--- src/rtl/instr_queue_pkg.sv ---
// Shared fetch/decode constants and the queue entry layout.
package instr_queue_pkg;

    localparam logic [15:0] NOP_INSTR_C = 16'h0800;
    localparam logic [4:0]  HALT_OPCODE = 5'b00000;
    localparam int          OPC_MSB     = 15;
    localparam int          OPC_LSB     = 11;

    typedef struct packed {
        logic [15:0] instr;
        logic [15:0] pcinc;
    } iq_entry_t;

    function automatic logic is_halt(input logic [15:0] instr);
        return instr[OPC_MSB:OPC_LSB] == HALT_OPCODE;
    endfunction

endpackage

--- src/rtl/instr_queue_iq_storage.sv ---
// Entry storage for instr_queue: one write port, one asynchronous read port.
module iq_storage #(
    parameter int DEPTH = 4,
    parameter int AW    = $clog2(DEPTH)
) (
    input  logic          clk,
    input  logic          wr_en,
    input  logic [AW-1:0] wr_addr,
    input  logic [31:0]   wr_data,
    input  logic [AW-1:0] rd_addr,
    output logic [31:0]   rd_data
);

    logic [31:0] mem [DEPTH];

    // NOTE: no reset on the array; entry validity is tracked by the occupancy
    // counter, so clearing the contents would only add reset fan-out.
    always_ff @(posedge clk) begin
        if (wr_en) begin
            mem[wr_addr] <= wr_data;
        end
    end

    assign rd_data = mem[rd_addr];

endmodule

--- src/rtl/instr_queue.sv ---
// Fetch-to-decode instruction queue with flush and HALT latching.
// Define IQ_BYPASS_EN to forward the fetch word straight to decode when empty.
module instr_queue
    import instr_queue_pkg::*;
#(
    parameter int          DEPTH     = 4,
    parameter logic [15:0] NOP_INSTR = NOP_INSTR_C
) (
    input  logic                     clk,
    input  logic                     rst,
    input  logic                     f_valid,
    input  logic [15:0]              f_instr,
    input  logic [15:0]              f_pcinc,
    output logic                     f_ready,
    output logic                     d_valid,
    output logic [15:0]              d_instr,
    output logic [15:0]              d_pcinc,
    input  logic                     d_ready,
    input  logic                     flush,
    output logic                     halted,
    output logic [$clog2(DEPTH):0]   count
);

    localparam int AW = $clog2(DEPTH);
    localparam int CW = AW + 1;

    logic [AW-1:0] rd_ptr_q, rd_ptr_d;
    logic [AW-1:0] wr_ptr_q, wr_ptr_d;
    logic [CW-1:0] count_q, count_d;
    logic          halted_q, halted_d;

    logic          push;
    logic          bypass;
    logic          wr_en;
    logic          pop_store;
    logic [31:0]   rd_data;
    iq_entry_t     head;

    iq_storage #(.DEPTH(DEPTH), .AW(AW)) u_storage (
        .clk     (clk),
        .wr_en   (wr_en),
        .wr_addr (wr_ptr_q),
        .wr_data ({f_instr, f_pcinc}),
        .rd_addr (rd_ptr_q),
        .rd_data (rd_data)
    );

    assign head = iq_entry_t'(rd_data);

    // A full queue stays closed even if decode pops this cycle, keeping
    // f_ready free of any d_ready path.
    assign f_ready = (count_q < CW'(DEPTH)) & ~halted_q & ~flush;
    assign push    = f_valid & f_ready;

    // NOTE: every signal driven here gets a default first so no latch can form.
    always_comb begin
        bypass = 1'b0;
`ifdef IQ_BYPASS_EN
        bypass = (count_q == '0) & push & d_ready;
`endif
        d_valid = (count_q != '0) | bypass;
        if (bypass) begin
            d_instr = f_instr;
            d_pcinc = f_pcinc;
        end else if (count_q != '0) begin
            d_instr = head.instr;
            d_pcinc = head.pcinc;
        end else begin
            d_instr = NOP_INSTR;
            d_pcinc = 16'h0000;
        end
    end

    assign wr_en     = push & ~bypass;
    assign pop_store = (count_q != '0) & d_ready;

    always_comb begin
        rd_ptr_d = rd_ptr_q;
        wr_ptr_d = wr_ptr_q;
        count_d  = count_q;
        halted_d = halted_q;
        if (flush) begin
            rd_ptr_d = '0;
            wr_ptr_d = '0;
            count_d  = '0;
            halted_d = 1'b0;
        end else begin
            if (wr_en) begin
                wr_ptr_d = wr_ptr_q + 1'b1;
            end
            if (pop_store) begin
                rd_ptr_d = rd_ptr_q + 1'b1;
            end
            count_d = count_q + CW'(wr_en) - CW'(pop_store);
            // A bypassed HALT still stops fetch.
            if (push && is_halt(f_instr)) begin
                halted_d = 1'b1;
            end
        end
    end

    // NOTE: state flops use non-blocking assignments so every flop samples
    // the pre-edge values regardless of evaluation order.
    always_ff @(posedge clk or negedge rst) begin
        if (!rst) begin
            rd_ptr_q <= '0;
            wr_ptr_q <= '0;
            count_q  <= '0;
            halted_q <= 1'b0;
        end else begin
            rd_ptr_q <= rd_ptr_d;
            wr_ptr_q <= wr_ptr_d;
            count_q  <= count_d;
            halted_q <= halted_d;
        end
    end

    assign halted = halted_q;
    assign count  = count_q;

endmodule

--- config.mk ---
export PLATFORM = sky130hd
export DESIGN_NAME = instr_queue
export DESIGN_NICKNAME = d
export VERILOG_FILES = /design/src/rtl/instr_queue_pkg.sv /design/src/rtl/instr_queue_iq_storage.sv /design/src/rtl/instr_queue.sv
export SDC_FILE = /design/constraint.sdc
export NUM_CORES = 1
export LEC_CHECK = 0
export ABC_AREA = 1
export CAP_MARGIN = 40
export CORE_ASPECT_RATIO = 1.4
export CORE_UTILIZATION = 36
export DETAILED_ROUTE_END_ITERATION = 10
export DONT_BUFFER_PORTS = 1
export HOLD_SLACK_MARGIN = 0.12
export PLACE_DENSITY = 0.61
export SYNTH_ARGS = -nofsm -noshare
export SYNTH_HDL_FRONTEND = slang
export SYNTH_SLANG_ARGS = --single-unit
export TNS_END_PERCENT = 5
--- constraint.sdc ---
create_clock -name clk -period 5.4 [get_ports clk]
set_input_delay 1.62 -clock clk [delete_from_list [all_inputs] [get_ports clk]]
set_output_delay 1.62 -clock clk [all_outputs]
set_load 0.02 [all_outputs]
# ---- Yosys cells after proc, flatten, opt, wreduce, memory -nomap -nowiden
# Memories as Yosys holds them, arrays and structs flattened.
# Index checks and enable logic that the tools add are counted.
dict set report word_totals {
  regBits 8
  mem_bits_rw 128
  in_bits 37
  output_inout_bits 38
  wordCells 33
  mem_count 1
}
# memory depth width read_ports rd_clocked_by_memory_dff wr line_no
set memory_table {}
lappend memory_table {u_storage.mem 4 32 1 0 1 instr_queue_iq_storage.sv:14} ;# logic [31:0] mem [DEPTH];
dict set report classes {
  add_sub_neg 4
  magnitude_cmp 1
  n_mux 11
  bitwise_logic 6
  reduce_logical 6
}
# cell count
set ops {}
lappend ops {{16-bit 2-to-1 mux} 2}
lappend ops {{2-bit 2-to-1 mux} 4}
lappend ops {{2-bit nonzero test} 3}
lappend ops {{5-bit zero test} 1}
lappend ops {{2-bit by 1-bit adder with 2-bit output, second input constant} 2}
lappend ops {{1-bit bitwise AND} 4}
lappend ops {{1-bit 2-to-1 mux} 4}
lappend ops {{3-bit by 1-bit adder with 3-bit output} 1}
lappend ops {{3-bit < comparator, second input constant} 1}
lappend ops {{3-bit 2-to-1 mux} 1}
lappend ops {{3-bit nonzero test} 1}
lappend ops {{3-bit by 1-bit subtractor with 3-bit output} 1}
lappend ops {{1-bit NOT} 2}
lappend ops {{1-bit logical AND} 1}

# ---- Depth between registers and ports, before layout
dict set report depth {
  depth_word 7
  mapped_depth 12
  depth_no_buf 12
}

# ---- Cells and area by module
# A second synthesis with hierarchy kept.
dict set report hier_totals {
  hier_cells 633
  hier_area_um2 6172.2
}
# mod n_inst cells_each area_each_um2 seq_area_each_um2
set modules_own_cells {}
lappend modules_own_cells {iq_storage 1 509 5437.7 3843.7}
lappend modules_own_cells {instr_queue 1 124 734.5 200.2}

# ---- Worst setup path after synthesis
# No wires, ideal clock.
dict set report synth_timing {
  kind {input to register}
  startpoint {input flush}
  endpoint {memory u_storage.mem[0][0] (enable)}
  setup_ns 0.421
  arrival_ns 3.344
  path_slack_ns 1.635
  stages 3
  path_cell_list {clkinv_1 nand4_2 nor2_1}
}
dict set report synth_via {
  elab_chain_len 5
}
# element line_no
set synth_rtl {}
lappend synth_rtl {{start: declaration} instr_queue.sv:19} ;# input logic flush,
lappend synth_rtl {{1-bit NOT} instr_queue.sv:52} ;# assign f_ready = (count_q < CW'(DEPTH)) & ~halted_q & ~flush;
lappend synth_rtl {{1-bit bitwise AND} instr_queue.sv:52}
lappend synth_rtl {{1-bit bitwise AND} instr_queue.sv:53} ;# assign push = f_valid & f_ready;
lappend synth_rtl {{1-bit 2-to-1 mux} instr_queue_iq_storage.sv:19} ;# if (wr_en) begin
lappend synth_rtl {{1-bit 2-to-1 mux (not written as such)} instr_queue_iq_storage.sv:20} ;# mem[wr_addr] <= wr_data;
lappend synth_rtl {{end: declaration} instr_queue_iq_storage.sv:14}
# No other way between the ends.

# ---- Worst setup path after layout
dict set report layout_timing {
  startpoint {register count_q[1] (netlist: count[1])}
  endpoint {output d_instr[13]}
}
dict set report layout_via {
  elab_chain_len 2
}
# element line_no
set layout_rtl {}
lappend layout_rtl {{start: declaration} instr_queue.sv:29} ;# logic [CW-1:0] count_q, count_d;
lappend layout_rtl {{start signal: assignment} instr_queue.sv:113} ;# count_q <= count_d;
lappend layout_rtl {{3-bit nonzero test} -}
lappend layout_rtl {{via d_valid} instr_queue.sv:15} ;# output logic d_valid,
lappend layout_rtl {{16-bit 2-to-1 mux} instr_queue.sv:65} ;# end else if (count_q != '0) begin
lappend layout_rtl {{end: declaration} instr_queue.sv:16} ;# output logic [15:0] d_instr,
# The timed path passes the listed nets, and every way through them passes these cells.

==> results.md <==
- Final WL: 12080 um
- Pleak: 2.774 nW
- Syn_nets: 588
- Hold buffers post-CTS: 0
- Initial antenna violation count: 0
- GR Overflow Total: 0
- Setup slack after layout: 1.387 ns
- Clk_lat worst skew: 0.41 ns
- DR WL met3: 715 um
- R2r setup slk: 3.03 ns
- Endpoints failing hold: 0
- Cell area after layout: 6670 um2
- Fill cells: 1474
- Die W: 109.3 um
- FF-to-FF End: count[2]
- Hold Path Class: reg2reg
- Sequential cell area fraction in the yosys report: 0.6975
- First-pass GRT wire length: 18920 um
- Mean post-synth cell area: 10.66 um2
- Core area: 15680 um2
- Hold path cells: 2
- Area contributors post-synth: edfxtp_1 (66%), nand2_1 (13%), inv_1 (5.3%)
- Area after DPL: 6117 um2
- Dpl ws: 1.660 ns
- CTS Sinks: 136
- IO Port Bufs: 0
- Min-delay src: wr_ptr_q[0]
- CTS resizes: 0
- Final net count: 592
- Slew of the pin with the lowest slew margin: 0.7121 ns
- Final HPWL DP: 7469 um
- Ant. Diodes: 0
- Warnings from Yosys: 0
- Cells along the critical path: nor2_1 -> nand2_1 -> inv_1 -> buf_16 -> a21oi_1
- Cell count after synthesis: 544
- Post-Syn Area: 5798 um2
- Die Span Y: 152.2 um
- Max-slew violations: 0
- Startpoint Class: register
- Status: complete, no violations
- Reg2Reg Launch Point: count[1]
- Initial Utilization: 0.3699
- Wire length on met2: 6366 um
- Routed vias: 3602
- Setup CP Type: reg2out
- Starting DRT DRC Count: 198
- Slew HR: 0.5253
- Clk pin slew, worst setup/hold paths: 0.06 ns
- Max-cap violations: 0
- Post-CTS Setup Bufs: 0
- Clock Tree Root: clkbuf_16
- Pwr dens: 495.3 nW/um2
- Min cycle time layout: 4.013 ns
- Total die area: 16620 um2
- Setup crit end kind: output port
- Placer Congestion: 0.7294
- Yosys top cell by area: edfxtp_1
- Skew final: 0.005479 ns
- R2R cell count: 12
- Distinct cells, synth: 18
- Final period util: 0.7431
- Post-route setup TNS: 0 ns
- Routed WL per cell: 15.96 um
- Area growth syn-to-layout: 15.04%
- CTS tree: done
- Hold endpoint: wr_ptr_q[0]
- VDD IR max: 369.0 uV
- DR vias/cell: 4.758
- RSZ-0062 raised after global routing: no
- Design Power: 3.304 mW
- Largest net degree at the start of global routing: 66
- Number of setup violations in the final report: 0
- DRT antenna net count: 0
- Flops & latches, synth: 136
- I/O pins: 75
- Initial DRT Pass Iterations: 6
- # rows: 54
- CTS max path bufs: 2
- CP peak stage delay: 0.54 ns
- Synth top area share: 0.6629
- Share of cells above drive strength 1: 0.08734
- WP data required: 3.78 ns
- CTS buffer count: 17
- Arrival @ worst endpoint: 2.39 ns
- Drt drc: 0
- Wire length on met1: 4773 um
- Worst Path Max Fanout: 20
- Max Freq: 0.2492 GHz
- GRT Total Usage: 0.1554
- Slowest CP cell: dfrtp_1
- Vias in the first global route: 3611
- H-tree depth: 4
- Highest metal used: met4
[per-stage QoR]
stage               utilization  hold slack (ns)  cells
finish                   0.4255           0.5753    757
global route             0.4255           0.6155    757
CTS                      0.4255           0.5756    757
detailed placement       0.3902           0.5612    725
global placement         0.3802           0.5431    719
floorplan                     -           0.5205    544
[state kept, by name (all words and copies together) (netlist names)]
name / flops
u_storage.mem: 128
count: 3
rd_ptr_q: 2
wr_ptr_q: 2
halted: 1
[cell usage after synthesis]
| master | count |
|---|---|
| nand2_1 | 204 |
| edfxtp_1 | 128 |
| inv_1 | 82 |
| nand3_1 | 37 |
| a21oi_1 | 31 |
| nor2_1 | 15 |
| buf_2 | 14 |
| dfrtp_1 | 8 |
| buf_4 | 6 |
| ha_1 | 6 |
| clkbuf_1 | 3 |
| inv_2 | 2 |
| nand4_1 | 2 |
| o211ai_1 | 2 |
| buf_6 | 1 |
| clkinv_1 | 1 |
| fa_1 | 1 |
| nand4_2 | 1 |
[per-layer routing]
layer / up-vias / global-route usage
met3: 17 / 0.05346
met4: 0 / 0.06413
met1: 1742 / 0.1785
met2: 79 / 0.2606
li1: 1764 / -
met5: - / 0
[kinds of logic (layout without fill, tap and decap cells)]
family / count (synthesis) / in the layout / share of synthesized area
simple gates: 259 / 259 / 0.1780
flops: 136 / 136 / 0.6975
buf+inv: 109 / 126 / 0.07877
compound gates: 33 / 33 / 0.02935
fa+ha+maj: 7 / 7 / 0.01640
[report_power, final]
group | leakage (nW) | internal [mW] | switching [mW]
registers | 1.27 | 1.23 | 0.0413
logic | 1.24 | 0.237 | 0.728
clock network | 0.269 | 0.603 | 0.462
[critical path, delay by kind of cell, from the launching register on]
kind | cells | cell delay (ns)
AOI/OAI and AO/OA | 1 | 0.41
buffers and inverters | 2 | 0.63
DFF | 1 | 0.54
and+or+nand+nor | 2 | 0.39
[cell usage in the layout (no fill, tap or decap), drive strengths merged]
cell type,netlist,layout
a21oi,31,31
buf,21,9
clkbuf,3,17
clkinv,1,4
clkinvlp,0,2
dfrtp,8,8
edfxtp,128,128
fa,1,1
ha,6,6
inv,84,94
nand2,204,204
nand3,37,37
nand4,3,3
nor2,15,15
o211ai,2,2
[final cells by class]
cell class,instances,area [um2],share of cell area
clock inverter,15,127.6,0.01913
multi-input combinational,299,1328,0.1990
clock buffer,17,425.4,0.06378
inverter,85,319.1,0.04783
timing repair buffer,9,180.2,0.02701
tap,196,245.2,0.03677
sequential,136,4045,0.6065
[worst max-delay path by stage]
stage	start	to	slack [ns]
after global placement	count[1]	d_pcinc[6]	1.67
final	count[1]	d_instr[13]	1.39
after floorplan	flush	u_storage.mem[0][0]	1.63
after global routing	count[1]	d_instr[12]	1.22
after detailed placement	flush	f_ready	1.66
after CTS	count[1]	d_instr[9]	1.35
(Power assumes the default switching activity.)
